[src/rtl/div_iter.sv]
// div_iter: iterative restoring divider (1 quotient bit/cycle); in: in_valid/in_ready, is_signed, dividend, divisor, flush; out: out_valid/out_ready, quotient, remainder, div_by_zero, busy
module div_iter #(
  parameter int WIDTH = 32
) (
  input  logic             clk,
  input  logic             resetn,
  input  logic             in_valid,
  output logic             in_ready,
  input  logic             is_signed,
  input  logic [WIDTH-1:0] dividend,
  input  logic [WIDTH-1:0] divisor,
  input  logic             flush,
  output logic             out_valid,
  input  logic             out_ready,
  output logic [WIDTH-1:0] quotient,
  output logic [WIDTH-1:0] remainder,
  output logic             div_by_zero,
  output logic             busy
);
  localparam int CW = $clog2(WIDTH);
  typedef enum logic [1:0] {IDLE, CALC, DONE} state_t;
  state_t state, state_nx;
  logic [WIDTH-1:0] a, b, pr, pr_nx, q_fin;
  logic [CW-1:0] cnt;
  logic [WIDTH:0] shifted, diff;
  logic q_neg, r_neg, q_bit, last, accept, neg_a, neg_b;
  assign in_ready  = state == IDLE;
  assign out_valid = state == DONE;
  assign busy      = state == CALC;
  assign accept    = in_ready && in_valid && !flush;
  assign last      = cnt == CW'(WIDTH - 1);
  assign neg_a     = is_signed & dividend[WIDTH-1];
  assign neg_b     = is_signed & divisor[WIDTH-1];
  assign shifted   = {pr, a[WIDTH-1]};
  assign diff      = shifted - {1'b0, b};
  assign q_bit     = !diff[WIDTH];
  assign pr_nx     = q_bit ? diff[WIDTH-1:0] : shifted[WIDTH-1:0];
  assign q_fin     = {a[WIDTH-2:0], q_bit};
  always_comb begin
    state_nx = flush ? IDLE :
               accept ? (divisor == '0 ? DONE : CALC) :
               (state == CALC && last) ? DONE :
               (state == DONE && out_ready) ? IDLE : state;
  end
  always_ff @(posedge clk or negedge resetn) begin
    if (!resetn) state <= IDLE;
    else state <= state_nx;
  end
  always_ff @(posedge clk or negedge resetn) begin
    if (!resetn) begin
      a           <= '0;
      b           <= '0;
      pr          <= '0;
      cnt         <= '0;
      q_neg       <= 1'b0;
      r_neg       <= 1'b0;
      quotient    <= '0;
      remainder   <= '0;
      div_by_zero <= 1'b0;
    end else if (accept) begin
      a     <= neg_a ? -dividend : dividend;
      b     <= neg_b ? -divisor : divisor;
      pr    <= '0;
      cnt   <= '0;
      q_neg <= neg_a ^ neg_b;
      r_neg <= neg_a;
      if (divisor == '0) begin
        quotient    <= '1;
        remainder   <= dividend;
        div_by_zero <= 1'b1;
      end
    end else if (state == CALC && !flush) begin
      a   <= q_fin;
      pr  <= pr_nx;
      cnt <= cnt + 1'b1;
      if (last) begin
        quotient    <= q_neg ? -q_fin : q_fin;
        remainder   <= r_neg ? -pr_nx : pr_nx;
        div_by_zero <= 1'b0;
      end
    end
  end
endmodule

[config.mk]
export PLATFORM = sky130hd
export DESIGN_NAME = div_iter
export DESIGN_NICKNAME = d
export VERILOG_FILES = /design/src/rtl/div_iter.sv
export SDC_FILE = /design/constraint.sdc
export NUM_CORES = 1
export LEC_CHECK = 0
export ABC_CLOCK_PERIOD_IN_PS = 8250
export CELL_PAD_IN_SITES_DETAIL_PLACEMENT = 0
export CELL_PAD_IN_SITES_GLOBAL_PLACEMENT = 1
export CORE_MARGIN = 2
export CORE_UTILIZATION = 46
export DETAILED_ROUTE_END_ITERATION = 12
export PLACE_DENSITY_LB_ADDON = 0.1
export SYNTH_ARGS = -nofsm -noshare
export SYNTH_HDL_FRONTEND = slang
export SYNTH_SLANG_ARGS = --single-unit
[constraint.sdc]
create_clock -name clk -period 8.25 [get_ports clk]
set_clock_uncertainty 0.15 [all_clocks]
set_input_delay 2.0625 -clock clk [delete_from_list [all_inputs] [get_ports clk]]
set_output_delay 2.0625 -clock clk [all_outputs]
set_load 0.005 [all_outputs]
==> After elaboration in Yosys (flattened, before gate mapping) <==
Index checks and enable logic that the tools add are counted.
{ "totals": {"input_bits": 70, "mem_count": 0, "latch_bits": 0, "ram_bits": 0, "rom_bits": 0, "register_bits": 170} }
{ "classes": {"n_eq_ne": 4, "div": 0, "n_reduce_logical": 13, "shift": 0, "multipliers": 0, "order_cmp": 0, "add_sub_neg": 6, "n_bitwise": 3, "mux": 28} }
{ "op_table": {"columns": ["op", "count"], "rows": [
  ["$mux 32", 17],
  ["$neg 32->32", 4],
  ["$sub 33x32->33", 1],
  ["$logic_not 32->1", 1],
  ["$mux 2", 5],
  ["$mux 5", 2],
  ["$add 5x1->5 const B", 1],
  ["$eq 5x5->1 const B", 1],
  ["$logic_and 1x1->1", 5],
  ["$mux 1", 4],
  ["$reduce_bool 2->1", 2],
  ["$reduce_bool 4->1", 1],
  ["$reduce_and 3->1", 1],
  ["$and 1x1->1", 2],
  ["$eq 2x1->1 const B", 1],
  ["$eq 2x2->1 const B", 1],
  ["$logic_not 1->1", 2],
  ["$logic_not 2->1", 1],
  ["$ne 2x1->1 const B", 1],
  ["$xor 1x1->1", 1]
]} }

==> Depth between registers and ports, before layout <==
{ "depth": {"depth_word": 7, "depth_mapped": 22, "mapped_depth_nobuf": 19} }

==> Worst setup path after synthesis <==
OpenSTA, ideal clock, no wires.
{ "synth_path": {"kind": "in2reg", "start": "input divisor[20]", "end": "register remainder[5]", "slack_ns": 3.442, "setup_ns": 0.134, "stages": 12, "path_buffers": 2, "arrival_time_ns": 4.524, "path_cell_list": "or4_1 nor4_1 nand2b_1 nor4_1 nand2b_1 nor2_1 and3_1 clkbuf_1 nor2_1 clkbuf_1 a22oi_1 o21ai_0"} }
{ "synth_via": {"elab_chain_len": 3} }
{ "synth_rtl": {"columns": ["element", "line_no", "rtl"], "rows": [
  ["from (decl)", "11", "input logic [WIDTH-1:0] divisor,"],
  ["$logic_not 32->1", "67", "if (divisor == '0) begin"],
  ["$ne 2x1->1 (no source line)", null, null],
  ["$reduce_and 3->1 (no source line)", null, null],
  ["to (signal assigned)", "69", "remainder <= dividend;"],
  ["to (signal assigned)", "78", "remainder <= r_neg ? -pr_nx : pr_nx;"],
  ["to (decl)", "16", "output logic [WIDTH-1:0] remainder,"]
]} }
Every way passes these cells.
A chain may end at the register's enable or synchronous reset.

==> Worst setup path after layout <==
{ "layout_path": {"start": "input divisor[18]", "end": "register remainder[16]"} }
The elaborated chain is that of the path after synthesis.

==> results.md <==
Run status:
- The flow ran to the end, and the final reports show no timing, DRC or antenna violations.

Detailed routing:
- Dividing the detail-routed via count by the number of cells gives 5.70.
- The detail route stage leaves a number of antenna-violating nets equal to 0.
- Summed over all layers, the routed wires come to 33.2 mm.
- The number of iterations in the first detailed-routing pass is 5.
- For this run, design rule violations remaining after detail routing come to 0.
- After detailed routing, the average wire length per cell comes to 17.6 µm.
- The detailed router's first-iteration violation count is 851.
- Summing over every cut layer, the via total after detailed routing is 10,700.

Worst setup path:
- The critical path in this run is classified as input port to register.
- The worst setup path startpoint is divisor[18].
- The cell family with the largest share of critical-path delay is simple AND/OR/NAND/NOR gates.
- Traced cell by cell, the critical path runs through clkdlybuf4s50_1 -> or4_1 -> nor4_1 -> nand2b_1 -> nor4_1 -> nand2b_1 -> nor2_1 -> and3_2 -> buf_4 -> nor2_1 -> buf_4 -> or3_1 -> o21ai_0 -> a21oi_1.
- The slowest stage of the critical path belongs to the cell sky130_fd_sc_hd__or4_1.
- The biggest fanout along the worst timing path is 47.
- The endpoint arrival time on the critical path is 6140 ps.
- The count of buffer and inverter cells on the critical path is 3.
- STA classifies the critical path endpoint as a register.
- The worst register-to-register path begins at a[31].
- The highest cell delay on the worst timing path is 580 ps.
- STA puts the critical path data required time at 8390 ps.
- The startpoint type of the worst setup path is an input port.

Power:
- Overall power consumption after layout is estimated at just under 3000 µW.
- The proportion of power drawn by flip-flops and latches is between 30% and 40%.
- VDD sags by at most 0.000107 V.
- The analysis attributes to cell leakage a power of between 0.005 and 0.006 µW.
- The clock network is responsible for between 20% and 30% of the overall power.
- Net switching is 39.9% of the power.
- The internal power of the cells totals 1790 µW.
- The power per standard cell area is around 210 nW/µm².
- The switching power is 1190 µW.
- In this run, the combinational gates consume a little under two fifths of the power.

Clock tree:
- The CTS root buffer is sky130_fd_sc_hd__clkbuf_16.
- Clock-pin slew was measured on the worst setup and hold paths at approximately 70 ps.
- In this run the number of H-tree levels came out at 4.
- The longest clock path from root to sink contains 2 buffers.
- Post-CTS repair changed the size of 0 cells.
- The clock sink count is 170.
- TritonCTS built the clock tree.
- Buffers inserted during clock tree synthesis total 17.
- The latest clock arrival within the worst-skew pair is ~440 ps.
- After clock tree synthesis, the setup repair step added 0 buffers.
- For this design, the CTS-stage hold fixing added 0 buffers.

Flow run:
- Across the run, the number of max-cap violations was 0.

Floorplanning:
- The number of placement rows is 58.
- The region available for standard cell placement spans about 25,000 µm².
- The initial standard-cell utilization of the core is 47.1%.
- Pin placement for this block handled 138 I/O pins.
- The height of the chip is 165 µm.
- The die boundary width is between 150 and 200 µm.
- The floorplan step defined a die boundary enclosing around 27,000 µm².

Finish:
- Cells fill 55.5% of the core in the end.
- 0 antenna diodes ended up in the layout.
- Summing all flip-flop and latch instances after layout gives 4250 µm².
- The multi-input combinational cells in the finished layout cover a total of approximately 7200 µm².
- In the final design database the tool counted 1,649 nets.
- The total of fill cells in the finished design is 2,448.
- The fraction of layout instances using a drive strength above 1 is 5.22%.
- Compared with the post-synthesis result, the final layout area differs by 17.9%.

Timing:
- The count of final setup violators is 0.
- Setup repair after global routing left no endpoint under its margin.
- The total count of hold-check failures in the final report came to 0.
- The headroom to the max-slew limit is 29.8%.
- The highest attainable clock frequency is 0.167 GHz.
- The pin slew with the least headroom to its limit is 1030 ps.
- The portion of the clock cycle consumed by the worst path in the final layout is approximately 73%.
- The accumulated negative setup slack is 0 ps.
- The final period demand of the worst path is 6000 ps.
- The final count of pins violating max slew is 0.

Yosys:
- The mean post-synth cell area is 8.18 µm².
- The cell area after synthesis is 11,900 µm².
- The post-synthesis cell type count is 75.
- Among all flip-flop cells after synthesis, the most frequent one is sky130_fd_sc_hd__dfrtp_1.
- By area the synthesized netlist is led by sky130_fd_sc_hd__dfrtp_1 (36%), sky130_fd_sc_hd__o21ai_0 (5.8%), sky130_fd_sc_hd__xor2_1 (5.2%).
- The count of state elements after synthesis is 170.
- The sequential cell area fraction in the yosys report is a little over a third.
- During synthesis, Yosys emitted a total of 0 warnings.
- Summed over its instances, the top area cell type makes up 35.7% of the synthesized netlist area.
- The number of flops mapped to enable cells by yosys is 0.
- The largest area contributor in the synthesized netlist is sky130_fd_sc_hd__dfrtp_1.
- The number of nets produced by synthesis is ~1,600.
- The share of synthesized flip-flops with an asynchronous set or reset is 100%.
- Synthesis handed over a netlist of 1,458 instances.

Global route:
- The via count of the first global-routing pass is 10,100.
- The maximum number of pins on one net before global-route repair is 102.
- The number of antenna violations at the first check in global routing is 0.
- The first-pass GRT wire length is 53.4 mm.
- The overflow left after global routing is 0.
- Global routing consumed, over all layers together, 24.9% of the routing resources.

Hold path:
- The worst hold path class is register to register.
- The worst hold path begins at b[19].

Placed design:
- The count of buffers from port buffering is 137.
- Detailed placement ended at an HPWL of 24.4 mm.
- The placer congestion estimate is roughly 0.87.
[final timing paths]
kind | endpoint | slack (ps) | cells past startpoint
setup reg to reg | remainder[12] | 2870 | 19
hold / removal | b[19] | 330 | 2
hold reg to reg | b[19] | 330 | 2
setup / recovery | remainder[16] | 2250 | 14
min in group asynchronous | quotient[2] | 1560 | 1
max in group asynchronous | b[25] | 4890 | 2
[metrics by stage]
stage	area [µm²]	setup slack, ps	cells	hold slack [ps]
2_1_floorplan	11900	3440	1458	300
3_3_place_gp	13500	2020	1851	312
3_5_place_dp	13500	1880	1851	320
4_1_cts	14100	2330	1883	336
5_1_grt	14100	1910	1883	355
6_report	14100	2250	1883	327
[worst min-delay path, delay by kind of cell (launching register included)]
| kind | cells | cell delay, ps |
|---|---|---|
| and+or+nand+nor | 1 | 40 |
| DFF | 1 | 340 |
| AOI/OAI and AO/OA | 1 | 60 |
[power groups by stage]
stage	clock network, µW	registers, µW	logic [µW]
floorplan	0	999	875
global placement	0	1040	1130
detailed placement	0	1040	1130
CTS	818	1030	1140
global route	852	1050	1280
finish	803	1030	1140
[registers in the layout, indices dropped and copies added (netlist names)]
signal / cells
a: 32
b: 32
cnt: 5
div_by_zero: 1
pr: 32
q_neg: 1
quotient: 32
r_neg: 1
remainder: 32
state: 2
[cell usage in the layout (no fill, tap or decap), drive strengths merged, types with 7 or more instances in the layout]
master / n
a22oi: 35
nor2b: 11
nand2: 161
a211oi: 8
nor3: 43
ha: 38
nand3: 45
and2: 9
a21oi: 121
o41ai: 12
nand2b: 13
o21a: 10
buf: 13
or2: 11
nor2: 118
clkdlybuf4s50: 136
clkbuf: 17
xnor2: 69
clkinv: 7
nor4: 12
o21ai: 155
nand4: 10
o31ai: 28
or4: 11
mux2i: 25
xor2: 71
a31oi: 19
dfrtp: 170
or3: 18
and3: 11
a21o: 12
inv: 60
[synthesized netlist by cell type, types with 11 or more instances]
master and number:
sky130_fd_sc_hd__nor4_1 12, sky130_fd_sc_hd__mux2i_1 25, sky130_fd_sc_hd__o21ai_1 15, sky130_fd_sc_hd__xnor2_1 69, sky130_fd_sc_hd__nor3_1 43, sky130_fd_sc_hd__nor2_1 118
sky130_fd_sc_hd__nand2_1 161, sky130_fd_sc_hd__a31oi_1 19, sky130_fd_sc_hd__nor2b_1 11, sky130_fd_sc_hd__or2_2 11, sky130_fd_sc_hd__a22oi_1 35, sky130_fd_sc_hd__nand2b_1 13
sky130_fd_sc_hd__inv_1 52, sky130_fd_sc_hd__a21oi_1 118, sky130_fd_sc_hd__o31ai_1 27, sky130_fd_sc_hd__a21o_1 12, sky130_fd_sc_hd__or3_1 17, sky130_fd_sc_hd__clkbuf_1 73
sky130_fd_sc_hd__o21ai_0 139, sky130_fd_sc_hd__xor2_1 71, sky130_fd_sc_hd__and3_1 11, sky130_fd_sc_hd__or4_1 11, sky130_fd_sc_hd__dfrtp_1 170, sky130_fd_sc_hd__ha_1 38
sky130_fd_sc_hd__nand3_1 45, sky130_fd_sc_hd__o41ai_1 12
[kinds of logic after synthesis]
logic type               synth area share [%]
AND/OR/NAND/NOR                          19.5
AO/OA/AOI/OAI                            23.3
flip-flops                               35.7
XOR/XNOR                                 10.3
buffers and inverters                    4.52
adder cells (fa/ha/maj)                  4.15
multiplexers                             2.57
[layer usage]
metal | vias up | global-route usage [%] | wire length (µm)
met1 | 5067 | 33.9 | 15800
met3 | 24 | 2.96 | 1240
met5 | - | 0 | 0
met4 | 0 | 5.69 | 343
met2 | 239 | 42.4 | 15800
li1 | 5401 | - | -
[area by class of cell]
cell class                      instances  share of cell area [%]
Inverter                               53                    1.42
Sequential cell                       170                    30.3
Timing Repair Buffer                  149                    10.4
Clock inverter                         15                    1.08
Tap cell                              330                    2.94
Multi-Input combinational cell       1149                    50.9
Clock buffer                           17                    3.03
(Power assumes the default switching activity.)
